<file path="config.mk">
export PLATFORM = sky130hd
export DESIGN_NAME = sop_table_scanner
export DESIGN_NICKNAME = d
export VERILOG_FILES = /design/src/rtl/sop_pkg.sv /design/src/rtl/sop_func.sv /design/src/rtl/sop_table_scanner.sv
export SDC_FILE = /design/constraint.sdc
export NUM_CORES = 1
export LEC_CHECK = 0
export ABC_CLOCK_PERIOD_IN_PS = 4800
export CAP_MARGIN = 10
export CORE_MARGIN = 3
export CORE_UTILIZATION = 35
export DETAILED_ROUTE_END_ITERATION = 8
export PLACE_DENSITY = 0.59
export SLEW_MARGIN = 20
export SYNTH_ARGS = -nofsm -noshare
export SYNTH_HDL_FRONTEND = slang
export SYNTH_HIERARCHICAL = 1
export SYNTH_SLANG_ARGS = --single-unit
</file>
<file path="constraint.sdc">
create_clock -name clk_i -period 4.8 [get_ports clk_i]
set_clock_uncertainty 0.05 [all_clocks]
set_input_delay 0.96 -clock clk_i [delete_from_list [all_inputs] [get_ports clk_i]]
set_output_delay 0.96 -clock clk_i [all_outputs]
set_load 0.01 [all_outputs]
</file>
<file path="src/rtl/sop_pkg.sv">
// Shared constants for the 4-input sum-of-products scanner.
// Holds the input width, row count, counter width, FSM state encodings and the
// golden truth table / minterm count of the SoP function.
package sop_pkg;

  localparam int unsigned N_IN  = 4;
  localparam int unsigned ROWS  = 1 << N_IN;
  localparam int unsigned CNT_W = 5;

  localparam logic [1:0] ST_IDLE = 2'd0;
  localparam logic [1:0] ST_SCAN = 2'd1;
  localparam logic [1:0] ST_DONE = 2'd2;

  localparam logic [ROWS-1:0] SOP_TABLE    = 16'h1894;
  localparam int unsigned     SOP_MINTERMS = 5;

endpackage

</file>
<file path="src/rtl/sop_func.sv">
// Pure combinational evaluator of the 4-input sum-of-products function
//   r = (b&~c&~d) | (~a&c&~(b^d)) | (a&~b&c&d)
// Ports:
//   a_i, b_i, c_i, d_i : function inputs, a is the most significant
//   r_o                : function value
module sop_func (
  input  logic a_i,
  input  logic b_i,
  input  logic c_i,
  input  logic d_i,
  output logic r_o
);

  assign r_o = (b_i & ~c_i & ~d_i)
             | (~a_i & c_i & ~(b_i ^ d_i))
             | (a_i & ~b_i & c_i & d_i);

endmodule

</file>
<file path="src/rtl/sop_table_scanner.sv">
// Walks all 16 input combinations of the SoP function in order, streams each
// row out over a valid/ready handshake and captures the truth table and the
// minterm count.
// Optional feature macro: SOP_FIRST_HIT_EN adds first_idx_o/first_valid_o,
// the index of the first minterm accepted in the current scan.
// Ports:
//   clk_i         : clock, rising edge
//   reset_i       : synchronous active-high reset
//   start_i       : scan request, honoured in IDLE only
//   row_ready_i   : consumer accepts the current row
//   row_valid_o   : row_in_o/row_out_o valid (high throughout SCAN)
//   row_in_o      : current input vector {a,b,c,d}
//   row_out_o     : function value for row_in_o
//   busy_o        : high while scanning
//   done_o        : one-cycle pulse after the last row is accepted
//   table_o       : captured truth table, bit i = f(i)
//   count_o       : number of ones in table_o
//   first_idx_o   : (SOP_FIRST_HIT_EN) first accepted minterm index
//   first_valid_o : (SOP_FIRST_HIT_EN) first_idx_o holds a minterm
module sop_table_scanner
  import sop_pkg::*;
(
  input  logic             clk_i,
  input  logic             reset_i,
  input  logic             start_i,
  input  logic             row_ready_i,
  output logic             row_valid_o,
  output logic [N_IN-1:0]  row_in_o,
  output logic             row_out_o,
  output logic             busy_o,
  output logic             done_o,
  output logic [ROWS-1:0]  table_o,
  output logic [CNT_W-1:0] count_o
`ifdef SOP_FIRST_HIT_EN
  ,
  output logic [N_IN-1:0]  first_idx_o,
  output logic             first_valid_o
`endif
);

  logic [1:0]       state_q, state_d;
  logic [N_IN-1:0]  idx_q, idx_d;
  logic [ROWS-1:0]  table_q, table_d;
  logic [CNT_W-1:0] count_q, count_d;
  logic             f_c;
  logic             scan_c;
  logic             hs_c;
`ifdef SOP_FIRST_HIT_EN
  logic [N_IN-1:0]  first_idx_q, first_idx_d;
  logic             first_valid_q, first_valid_d;
`endif

  // Single evaluator, always looking at the current row index.
  sop_func u_func (
    .a_i (idx_q[3]),
    .b_i (idx_q[2]),
    .c_i (idx_q[1]),
    .d_i (idx_q[0]),
    .r_o (f_c)
  );

  assign scan_c = (state_q == ST_SCAN);
  assign hs_c   = scan_c & row_ready_i;

  // Row outputs are decoded from state/index so they hold while ready is low.
  assign row_valid_o = scan_c;
  assign row_in_o    = scan_c ? idx_q : '0;
  assign row_out_o   = scan_c & f_c;
  assign busy_o      = scan_c;
  assign done_o      = (state_q == ST_DONE);
  assign table_o     = table_q;
  assign count_o     = count_q;
`ifdef SOP_FIRST_HIT_EN
  assign first_idx_o   = first_idx_q;
  assign first_valid_o = first_valid_q;
`endif

  // Next-state and capture logic.
  always_comb begin
    state_d = state_q;
    idx_d   = idx_q;
    table_d = table_q;
    count_d = count_q;
`ifdef SOP_FIRST_HIT_EN
    first_idx_d   = first_idx_q;
    first_valid_d = first_valid_q;
`endif
    case (state_q)
      ST_IDLE: begin
        if (start_i) begin
          state_d = ST_SCAN;
          idx_d   = '0;
          table_d = '0;
          count_d = '0;
`ifdef SOP_FIRST_HIT_EN
          first_idx_d   = '0;
          first_valid_d = 1'b0;
`endif
        end
      end
      ST_SCAN: begin
        if (hs_c) begin
          table_d[idx_q] = f_c;
          count_d        = count_q + CNT_W'(f_c);
`ifdef SOP_FIRST_HIT_EN
          if (f_c && !first_valid_q) begin
            first_idx_d   = idx_q;
            first_valid_d = 1'b1;
          end
`endif
          // Last row goes to DONE instead of incrementing, so idx never wraps.
          if (idx_q == N_IN'(ROWS - 1)) begin
            state_d = ST_DONE;
          end else begin
            idx_d = idx_q + N_IN'(1);
          end
        end
      end
      ST_DONE: begin
        state_d = ST_IDLE;
      end
      default: begin
        state_d = ST_IDLE;
      end
    endcase
  end

  // State and capture registers.
  always_ff @(posedge clk_i) begin
    if (reset_i) begin
      state_q <= ST_IDLE;
      idx_q   <= '0;
      table_q <= '0;
      count_q <= '0;
`ifdef SOP_FIRST_HIT_EN
      first_idx_q   <= '0;
      first_valid_q <= 1'b0;
`endif
    end else begin
      state_q <= state_d;
      idx_q   <= idx_d;
      table_q <= table_d;
      count_q <= count_d;
`ifdef SOP_FIRST_HIT_EN
      first_idx_q   <= first_idx_d;
      first_valid_q <= first_valid_d;
`endif
    end
  end

endmodule

</file>
==> Word level (Yosys, flattened, before mapping) <==
Index checks and enable logic that the tools add are counted.
{ "word_totals": {"register_bits": 27, "output_inout_bits": 29} }
{ "classes": {"bitwise": 17, "muxes": 18, "n_reduce_logical": 6, "order_cmp": 2, "addsub": 2, "eq_ne": 7} }
{ "op_table": {"columns": ["cell", "n"], "rows": [
  ["16-bit two-way mux", 2],
  ["16-bit case mux with 2 select lines", 1],
  ["16-bit bitwise mux", 1],
  ["4-bit two-way mux", 4],
  ["5-bit two-way mux", 2],
  ["5-bit case mux with 2 select lines", 1],
  ["1-bit AND", 9],
  ["4-bit case mux with 2 select lines", 1],
  ["2-bit two-way mux", 3],
  ["3-bit AND reduction", 2],
  ["5-bit by 1-bit adder with 5-bit output", 1],
  ["4-bit by 5-bit < comparator with 1-bit output (second input constant)", 1],
  ["1-bit NOT", 5],
  ["4-bit by 1-bit adder with 4-bit output (second input constant)", 1],
  ["1-bit demux with 4-bit select", 1],
  ["4-bit equality test (second input constant)", 1],
  ["4-bit by 1-bit >= comparator with 1-bit output (second input constant)", 1],
  ["2-bit by 1-bit != test with 1-bit output (second input constant)", 2],
  ["2-bit != test (second input constant)", 2],
  ["2-bit case mux with 2 select lines", 1],
  ["4-bit AND reduction", 1],
  ["2-bit by 1-bit equality test with 1-bit output (second input constant)", 1],
  ["2-bit equality test (second input constant)", 1],
  ["2-bit zero test", 1],
  ["other kinds (5)", 6]
]} }

==> Longest topological paths before layout <==
Gate-level depths: netlist of run 1.
{ "depth": {"ltp_word": 8, "ltp_mapped": 7, "ltp_nobuf": 7} }

==> By module <==
The synthesis of run 1 kept the hierarchy.
{ "modules_own_cells": {"columns": ["module", "seq_area_each_um2", "instances", "cells_per_inst", "area_each_um2"], "rows": [
  ["sop_table_scanner", 540.5, 1, 199, 1550.2],
  ["sop_func", 0.0, 1, 5, 41.3]
]} }

==> Least setup slack after synthesis of run 1 <==
Ideal clock, no wire load.
{ "synth_path": {"path_type": "register to output", "from": "register idx_q[2]", "to": "output port row_out_o", "path_stages_with_launch": 5, "slack_ps": 2537, "arrival_time_ps": 1253, "path_buffers": 1, "path_cell_list": "dfxtp_1 -> or3b_1 -> o211ai_1 -> and3b_1 -> clkbuf_1"} }
{ "synth_via": {"elab_chain_len": 6} }
{ "synth_rtl": {"columns": ["item", "line_no", "source"], "rows": [
  ["start: declaration", "sop_table_scanner.sv:42", "logic [N_IN-1:0] idx_q, idx_d;"],
  ["start signal: assignment", "sop_table_scanner.sv:141", "idx_q <= idx_d;"],
  ["1-bit XOR or 1-bit NOT (tied branches)", "sop_func.sv:15, sop_func.sv:16", null],
  ["1-bit NOT or 1-bit AND (tied branches)", "sop_func.sv:15, sop_func.sv:16", null],
  ["1-bit AND (on tied branches)", "sop_func.sv:15, sop_func.sv:16", null],
  ["1-bit bitwise OR or 1-bit AND (tied branches)", "sop_func.sv:15, sop_func.sv:16", null],
  ["1-bit bitwise OR *", "sop_func.sv:16", "| (a_i & ~b_i & c_i & d_i);"],
  ["net f_c", "sop_table_scanner.sv:45", "logic f_c;"],
  ["1-bit AND *", "sop_table_scanner.sv:68", "assign row_out_o = scan_c & f_c;"],
  ["end: declaration", "sop_table_scanner.sv:29", "output logic row_out_o,"]
]} }
The timed path passes the listed nets; every way through them passes the cells marked *.

==> Worst setup path after layout of run 1 <==
Same ends and word-level chain as after synthesis.

==> results of run 1 <==
-- path summary, 6_finish.rpt --
kind                            start                       end  slack (ns)  depth (start not counted)
max             idx_q[2]$_SDFFE_PP0P_                 row_out_o        1.40                          4
min          table_o[15]$_SDFFE_PP0P_  table_o[15]$_SDFFE_PP0P_        0.44                          2
max reg2reg     idx_q[2]$_SDFFE_PP0P_   count_o[4]$_SDFFE_PP0P_        2.33                          7
min reg2reg  table_o[15]$_SDFFE_PP0P_  table_o[15]$_SDFFE_PP0P_        0.44                          2
-- registers in the layout, summed over array words and instances (netlist names) --
name / flops
table_o: 16
count_o: 5
idx_q: 4
state_q: 2
-- through the flow --
| step | area (um2) | total power [mW] | worst slack, ns |
|---|---|---|---|
| after global routing | 1960 | 0.426 | 1.30 |
| after floorplan | 1590 | 0.263 | 2.54 |
| after CTS | 1960 | 0.410 | 1.42 |
| after global placement | 1910 | 0.278 | 1.79 |
| final | 1960 | 0.403 | 1.40 |
| after detailed placement | 1910 | 0.277 | 1.74 |
-- cells in the mapped netlist (all sizes together) (2+ instances only) --
library cell,instances
dfxtp,27
nand3,27
o21ai,20
a31oi,16
clkbuf,14
a21o,11
nand2,11
buf,8
nor2,8
ha,6
inv,6
nand4,6
a21oi,5
nand2b,5
a211oi,2
a21boi,2
and3b,2
mux2i,2
nor2b,2
nor3b,2
o31ai,2
or4,2
-- logic make-up after synthesis --
kind of cell | Yosys count | share of synthesized area (%)
AO/OA/AOI/OAI | 64 | 25.5
flip-flops | 27 | 34.0
XOR/XNOR | 1 | 0.550
AND/OR/NAND/NOR | 75 | 26.0
buffers and inverters | 28 | 7.31
multiplexers | 3 | 1.97
adder cells (fa/ha/maj) | 6 | 4.72
-- where the power goes --
group,switching (mW),internal [mW],leakage (nW)
combinational,0.0256,0.0164,0.381
clock,0.0724,0.0581,0.0255
sequential,0.00540,0.225,0.218
-- per-layer routing --
layer  share of wire, %  track usage, %  routed length [um]
met3                4.5            2.05                 184
met4               0.59            4.23                  24
met1                 48            23.6                1950
met5                  0               0                   0
met2                 47            26.3                1930
-- layout by cell type (no fill, tap or decap), drive strengths merged, types with 3 or more instances in the layout --
cell           count
dfxtp             27
nand4              6
buf                4
a21o              11
nand3             27
clkbuf             3
ha                 6
inv                6
nand2             11
o21ai             20
clkdlybuf4s50     32
a21oi              5
a31oi             16
nor2               8
nand2b             5
-- layout make-up --
type                    instances  area [um2]  share of cell area, %
well taps                      50        62.6                   3.20
clock inverters                 1        5.00                  0.256
inverters                       6        22.5                   1.15
clock buffers                   3        41.3                   2.11
multi-input cells             149         935                   47.8
flip-flops and latches         27         541                   27.6
repair buffers                 36         350                   17.9
-- worst register-to-register path: stages, from the launching register on --
cell and delay [ns]:
dfxtp_1 0.64, or3b_1 0.40, o211ai_1 0.16, ha_1 0.24, ha_1 0.18, nand3_1 0.10, or4_1 0.47, a31oi_1 0.16
==> impl_results.md, run 1 <==
- Global route total overflow: 0
- Outcome: finished clean
- Antenna violations before repair: 0
- CP endpoint kind: output pin
- Synth unique cells: between 40 and 50
- Share of the synthesized area in the top cell type: between 30% and 40%
- Seq/Total Area, Yosys: between 30 and 40%
- DP HPWL: between 2000 and 3000 um
- Worst path arrival time: about 2.4 ns
- Part of the cycle the worst path needs: 70.8%
- Clock sink total: 27
- Unrepaired setup endpoints after global routing: false
- Max incr delay on CP: ~0.64 ns
- Setup Crit Path Kind: reg2out
- Die height: approximately 73 um
- CTS Buf Count: 3
- Fin Setup TNS: 0 ns
- Max Freq: just under 300 MHz
- I/O pin count: 33
- Fin. max-slew vios: 0
- Fin nets: between 200 and 250
- Max-cap violations: 0
- Final WL: between 4000 and 5000 um
- Worst vdd ir: 0.106 mV
- # setup viols final: 0
- Power Density: about 210 mW/mm2
- CTS tree: yes
- Syn Area/Cell: roughly 7.8 um2
- Skew-Pair Late Insertion Delay: roughly 0.27 ns
- Cell Chain, Critical Path: or3b_1 > o211ai_1 > and3b_1 > clkdlybuf4s50_1
- Antenna-violating nets left: 0
- Syn nets: ~210
- Hold Vio Cnt, Final: 0
- Layout area overhead: 23.0%
- Via Count: approximately 1,600
- Layout cells sized above 1: between 4 and 5%
- All-Layer GR Usage: between 10% and 20%
- Final Hold Slack: roughly 0.44 ns
- Slew headroom: 47.9%
- Buf+Inv Stages, Crit Path: 1
- Max Root-Sink Buffers: 2
- Hold-fix buffer count after cts: 0
- Largest area contributor in the netlist: dfxtp_1
- Initial core utilization: 37.9%
- Number of port buffers: 32
- Filler cell count in the final layout: 418
- Leak: 0.625 nW
- Worst hold path class: reg2reg
- Worst Max-Slew Pin Slew: 0.759 ns
- GPL Wtd Cong: 0.850
- # diodes: 0
- CTS Root Cell: clkbuf_8
- Core area: 0.00420 mm2
- Post-synth EDFFs: 0
- Mapped cell area: between 0.0015 and 0.002 mm2
- Iteration-0 DRC Markers: roughly 150
- Drt first pass iters: 4
- CP max-delay cell: dfxtp_1
- Core occupancy in the finished layout: 46.6%
- Wire per inst: between 15 and 20 um
- Residual DRC: 0
- Vias in the first global route: between 1,000 and 1,500
- CP max FO: 18
- Ys Warns: 6
- Final min period: about 3.4 ns
- Delay-heaviest family, CP: simple AND/OR/NAND/NOR gates
- Largest net degree at the start of global routing: 30
- Post-Synthesis Cells: 204
- Post-CTS Setup Bufs: 0
- Placed cells: between 200 and 300
- Primary FF master, synth: dfxtp_1
- Clock transition at path regs: about 0.10 ns
- Clock H-tree levels: 1
- Synthesis-stage register bit count: 27
- Die ar.: 0.00539 mm2
- First-pass GRT wire length: 7040 um
- Die width: about 73 um
- Top cells by area, synth: dfxtp_1, nand3_1, a31oi_1, o21ai_0, a21o_1
- Cts repair resizes: 0
- DR vias/cell: ~5.8
- # rows: 23
- Startpoint Class: register
- WP data required: approximately 3.8 ns
- Count of non-filler cells in the finished layout: roughly 270
- Async SR Flop Fraction: 0%
No activity file was read; power rests on OpenSTA's default activity.
==> run 2: changes to the inputs <==
--- a/config.mk
+++ b/config.mk
@@ -5,7 +5,7 @@
 export SDC_FILE = /design/constraint.sdc
 export NUM_CORES = 1
 export LEC_CHECK = 0
-export ABC_CLOCK_PERIOD_IN_PS = 4800
+export ABC_CLOCK_PERIOD_IN_PS = 3200
 export CAP_MARGIN = 10
 export CORE_MARGIN = 3
 export CORE_UTILIZATION = 35
==> constraint.sdc (replaced) <==
create_clock -name clk_i -period 3.2 [get_ports clk_i]
set_clock_uncertainty 0.05 [all_clocks]
set_input_delay 0.64 -clock clk_i [delete_from_list [all_inputs] [get_ports clk_i]]
set_output_delay 0.64 -clock clk_i [all_outputs]
set_load 0.01 [all_outputs]
==> run 2 against run 1 <==
Effect of this change:
- die area unchanged
- sequential share of layout area down 0.50 points
- non-clock buffer count up 5
- wire length up 2.3%
- largest power group unchanged
- largest cell class unchanged
- first-iteration DRC count up 8.1%
- via count down 1.5%
==> impl_results.md, run 2 (synthesis gave the netlist of run 1 again) <==
- Clock share of power: between 30% and 40%
- Total power: between 0.6 and 0.7 mW
- Antenna-violating nets left: 0
- Comb pwr share: 11.8%
- Buf+Inv Stages, Crit Path: 2
- # setup viols final: 0
- CTS Root Cell: clkbuf_8
- Fin nets: 238
- Number of port buffers: 32
- Final min period: ~2.9 ns
- Skew-Pair Late Insertion Delay: about 0.28 ns
- Sw power: 0.162 mW
- Worst path arrival time: between 2 and 2.5 ns
- Slew headroom: 62.1%
- Max incr delay on CP: slightly below 0.6 ns
- Met2 usage: a little over a quarter
- Wire per inst: around 15 um
- # rows: 23
- Worst Max-Slew Pin Slew: 0.567 ns
- WP data required: 2.51 ns
- Vias in the first global route: 1,506
- Largest net degree at the start of global routing: 28
- CP endpoint kind: output pin
- Internal Power: 0.456 mW
- Final WL: between 4000 and 5000 um
- Antenna violations before repair: 0
- First-pass GRT wire length: ~7400 um
- Unrepaired setup endpoints after global routing: false
- Fin. max-slew vios: 0
- Delay-heaviest family, CP: buffers and inverters
- Clock H-tree levels: 1
- Max-cap violations: 0
- GPL Wtd Cong: around 0.85
- Filler cell count in the final layout: 439
- Die height: between 70 and 80 um
- Hold-fix buffer count after cts: 0
- Cell Chain, Critical Path: buf_4 > or2b_1 > o211ai_1 > and3b_1 > clkdlybuf4s50_1
- CTS tree: yes
- Die width: 73.4 um
- Clock sink total: 27
- Startpoint Class: register
- Clock transition at path regs: approximately 0.10 ns
- Flop-to-flop setup slack: about 0.93 ns
- Met3 GRT Util: roughly 3.7%
- Worst vdd ir: between 0.2 and 0.3 mV
- # diodes: 0
- Core area: approximately 0.0042 mm2
- Initial core utilization: 37.9%
- Residual DRC: 0
- Setup Crit Path Kind: reg2out
- Commonest non-fill, non-tap cell in the layout: clkdlybuf4s50_1
- Sw Share: 26.3%
- DR vias/cell: approximately 5.6
- Max reg flops: 16
- CP max FO: 15
- Outcome: finished clean
- Power Density: approximately 310 mW/mm2
- Max Root-Sink Buffers: 2
- Global route total overflow: 0
- Die ar.: approximately 0.0054 mm2
- Max Freq: ~350 MHz
- Worst hold path class: reg2reg
- Layout area overhead: 25.2%
- Layout cells sized above 1: 5.73%
- Leak: 0.647 nW
- DP HPWL: roughly 2900 um
- M1 GR Usage: between 20% and 30%
- Flop pwr share: between 50% and 60%
- GRT busiest layer: met2
- CTS Buf Count: 3
- I/O pin count: 33
- Via Count: roughly 1,600
- Hold Vio Cnt, Final: 0
- Part of the cycle the worst path needs: ~90%
- Cts repair resizes: 0
- CP max-delay cell: clkdlybuf4s50_1
- Post-CTS Setup Bufs: 0
- All-Layer GR Usage: 17.3%
- Most frequent cells in the layout: clkdlybuf4s50_1, nand3_1, dfxtp_1
- Fin Setup TNS: 0 ns
- Drt first pass iters: 4
- Iteration-0 DRC Markers: 161
run 2: changes by cell type in the layout (fill, tap and decap cells not counted):
cell	before	now
buf_4	4	9
clkbuf_1	0	1
clkinv_2	1	0
run 2: routing by layer:
layer	routed length, um	up-vias	share of wire [%]
li1	-	800	-
met1	2050	707	49
met2	1900	42	45
met3	197	4	4.7
met4	34	0	0.81
met5	0	-	0
run 2: through the flow:
step	std cells	area (um2)	utilization, %	hold WS [ns]	worst slack, ns
final	277	1990	47.4	0.429	0.332
after detailed placement	273	1950	46.4	0.408	0.670
after global placement	273	1950	46.4	0.409	0.690
after global routing	277	1990	47.4	0.474	0.213
after floorplan	204	1590	-	0.439	1.15
after CTS	277	1990	47.4	0.438	0.331
run 2: path summary, 6_finish.rpt:
kind / start / to / cells after the start
worst max-delay path: idx_q[2]$_SDFFE_PP0P_ / row_out_o / 5
worst min-delay path: table_o[7]$_SDFFE_PP0P_ / table_o[7]$_SDFFE_PP0P_ / 1
worst max register to register: idx_q[2]$_SDFFE_PP0P_ / count_o[4]$_SDFFE_PP0P_ / 8
worst min register to register: table_o[7]$_SDFFE_PP0P_ / table_o[7]$_SDFFE_PP0P_ / 1
run 2: layout make-up:
type	count	area, um2	area share (%)
sequential	27	541	27.1
inverter	6	22.5	1.13
multi-input combinational	149	935	46.9
tap	50	62.6	3.14
timing repair buffer	41	388	19.5
clock buffer	4	45.0	2.26
run 2: power groups by stage:
stage / Sequential [mW] / Clock (mW) / Combinational [mW]
6_report: 0.340 / 0.204 / 0.0731
5_1_grt: 0.341 / 0.229 / 0.0816
4_1_cts: 0.340 / 0.213 / 0.0729
3_5_place_dp: 0.348 / 0 / 0.0726
3_3_place_gp: 0.348 / 0 / 0.0727
2_1_floorplan: 0.349 / 0 / 0.0455
==> run 3: changes to the inputs <==
--- a/config.mk
+++ b/config.mk
@@ -10,6 +10,7 @@
 export CORE_MARGIN = 3
 export CORE_UTILIZATION = 35
 export DETAILED_ROUTE_END_ITERATION = 8
+export GPL_TIMING_DRIVEN = 0
 export PLACE_DENSITY = 0.59
 export SLEW_MARGIN = 20
 export SYNTH_ARGS = -nofsm -noshare
==> run 3 against run 2 <==
Effect of this change:
- via count increased by 6.2%
- highest routed layer unchanged
- critical path type unchanged
- non-clock buffer count is 13 higher
- largest power group unchanged
- final cell count rose by 4.7%
- combinational power is 1% higher
- critical endpoint unchanged
- clock power hardly changed
==> impl_results.md, run 3 (synthesis gave the netlist of run 1 again) <==
- First-pass GRT wire length: between 8000 and 9000 um
- # diodes: 0
- I/O pin count: 33
- Worst Max-Slew Pin Slew: between 0.6 and 0.7 ns
- Power Density: between 300 and 400 mW/mm2
- Unrepaired setup endpoints after global routing: false
- Filler cell count in the final layout: about 440
- CP max FO: 9
- Fin. max-slew vios: 0
- Hold-fix buffer count after cts: 0
- # rows: 23
- WL met1: ~2300 um
- Worst hold path class: reg2reg
- Die height: roughly 73 um
- Via Count: 1,650
- Die width: about 73 um
- Outcome: finished clean
- Placement Setup Slack: approximately 0.45 ns
- Met2 WL: 2080 um
- Slew headroom: between 50% and 60%
- CTS Buf Count: 3
- DP HPWL: ~3200 um
- Startpoint Class: register
- WP data required: ~2.5 ns
- Iteration-0 DRC Markers: about 120
- Final min period: approximately 3.0 ns
- Max Freq: 331 MHz
- Clock H-tree levels: 1
- Core area: ~0.0042 mm2
- Residual DRC: 0
- Count of non-filler cells in the finished layout: 290
- Max-cap violations: 0
- Antenna violations before repair: 0
- Skew-Pair Late Insertion Delay: approximately 0.28 ns
- DR vias/cell: 5.69
- Max reg flops: 16
- Placed cells: roughly 290
- Number of port buffers: 32
- CTS Root Cell: clkbuf_8
- Antenna-violating nets left: 0
- Layout area overhead: 27.0%
- Part of the cycle the worst path needs: roughly 95%
- Vias in the first global route: approximately 1,600
- Commonest non-fill, non-tap cell in the layout: clkdlybuf4s50_1
- Final WL: roughly 4600 um
- CP endpoint kind: output pin
- Initial core utilization: between 30% and 40%
- Worst vdd ir: 0.139 mV
- Setup ws final: approximately 0.18 ns
- Core occupancy in the finished layout: 48.1%
- Setup Crit Path Kind: reg2out
- Hold Vio Cnt, Final: 0
- Max Used Layer: met4
- Fin nets: between 200 and 300
- Worst path arrival time: approximately 2.3 ns
- CTS tree: yes
- Largest net degree at the start of global routing: 15
- All-Layer GR Usage: a little under a fifth
- Global route total overflow: 0
- Clock transition at path regs: ~0.1 ns
- Layout cells sized above 1: 5.42%
- Wire per inst: roughly 16 um
- Met3 routed WL: 201 um
- Clock sink total: 27
- GPL Wtd Cong: approximately 0.86
- Fin Setup TNS: 0 ns
- Most frequent cells in the layout: clkdlybuf4s50_1, nand3_1, dfxtp_1
- Leak: between 0.6 and 0.7 nW
- Die ar.: 0.00539 mm2
- # setup viols final: 0
- Drt first pass iters: 4
- Max Root-Sink Buffers: 2
## run 3: changes by cell type in the layout (fill, tap and decap cells not counted)
cell | before | now
clkbuf_1 | 1 | 15
buf_4 | 9 | 1
buf_2 | 0 | 6
dfxtp_1 | 27 | 25
dfxtp_2 | 0 | 2
buf_1 | 0 | 1
## run 3: metal layers
layer,track usage [%],up-vias
met4,3.42,0
met1,28.6,782
met5,0,-
li1,-,821
met3,3.01,4
met2,28.0,43
## run 3: stage by stage
stage,hold slack [ns],area [um2],power (mW)
detailed placement,0.399,1970,0.423
global route,0.458,2020,0.648
CTS,0.429,2020,0.624
global placement,0.410,1970,0.422
finish,0.426,2020,0.621
floorplan,0.439,1590,0.394
## run 3: report_power, final
group          switching, mW  leakage [nW]  internal [mW]
clock                  0.115        0.0228         0.0896
combinational         0.0471         0.411         0.0268
sequential           0.00424         0.219          0.338
## run 3: cell type report
class	count	area (um2)	area share, %
multi-input cells	149	935	46.2
repair buffers	32	320	15.8
inverters	6	22.5	1.11
plain buffers	22	93.8	4.64
clock buffers	4	45.0	2.23
flip-flops and latches	27	543	26.9
well taps	50	62.6	3.09
## run 3: final timing paths
path                                               from                 endpoint  slack (ns)  depth (start not counted)
worst min register to register  table_o[7]$_SDFFE_PP0P_  table_o[7]$_SDFFE_PP0P_        0.43                          1
worst max-delay path              idx_q[0]$_SDFFE_PP0P_                row_out_o        0.18                          5
worst max register to register    idx_q[0]$_SDFFE_PP0P_  count_o[4]$_SDFFE_PP0P_        0.93                          7
worst min-delay path            table_o[7]$_SDFFE_PP0P_  table_o[7]$_SDFFE_PP0P_        0.43                          1
## run 3: critical path, cell delays in order, from the launching register on
cell             delay, ns
dfxtp_1               0.43
or3b_1                0.40
o211ai_1              0.17
and3b_1               0.20
clkbuf_1              0.26
clkdlybuf4s50_1       0.60
## run 3: what timing repair did
| action | in CTS | in global routing |
|---|---|---|
| gates resized for setup | 0 | 2 |
| endpoints found under the setup margin | 0 | 1 |
| buffers inserted | 0 | 0 |
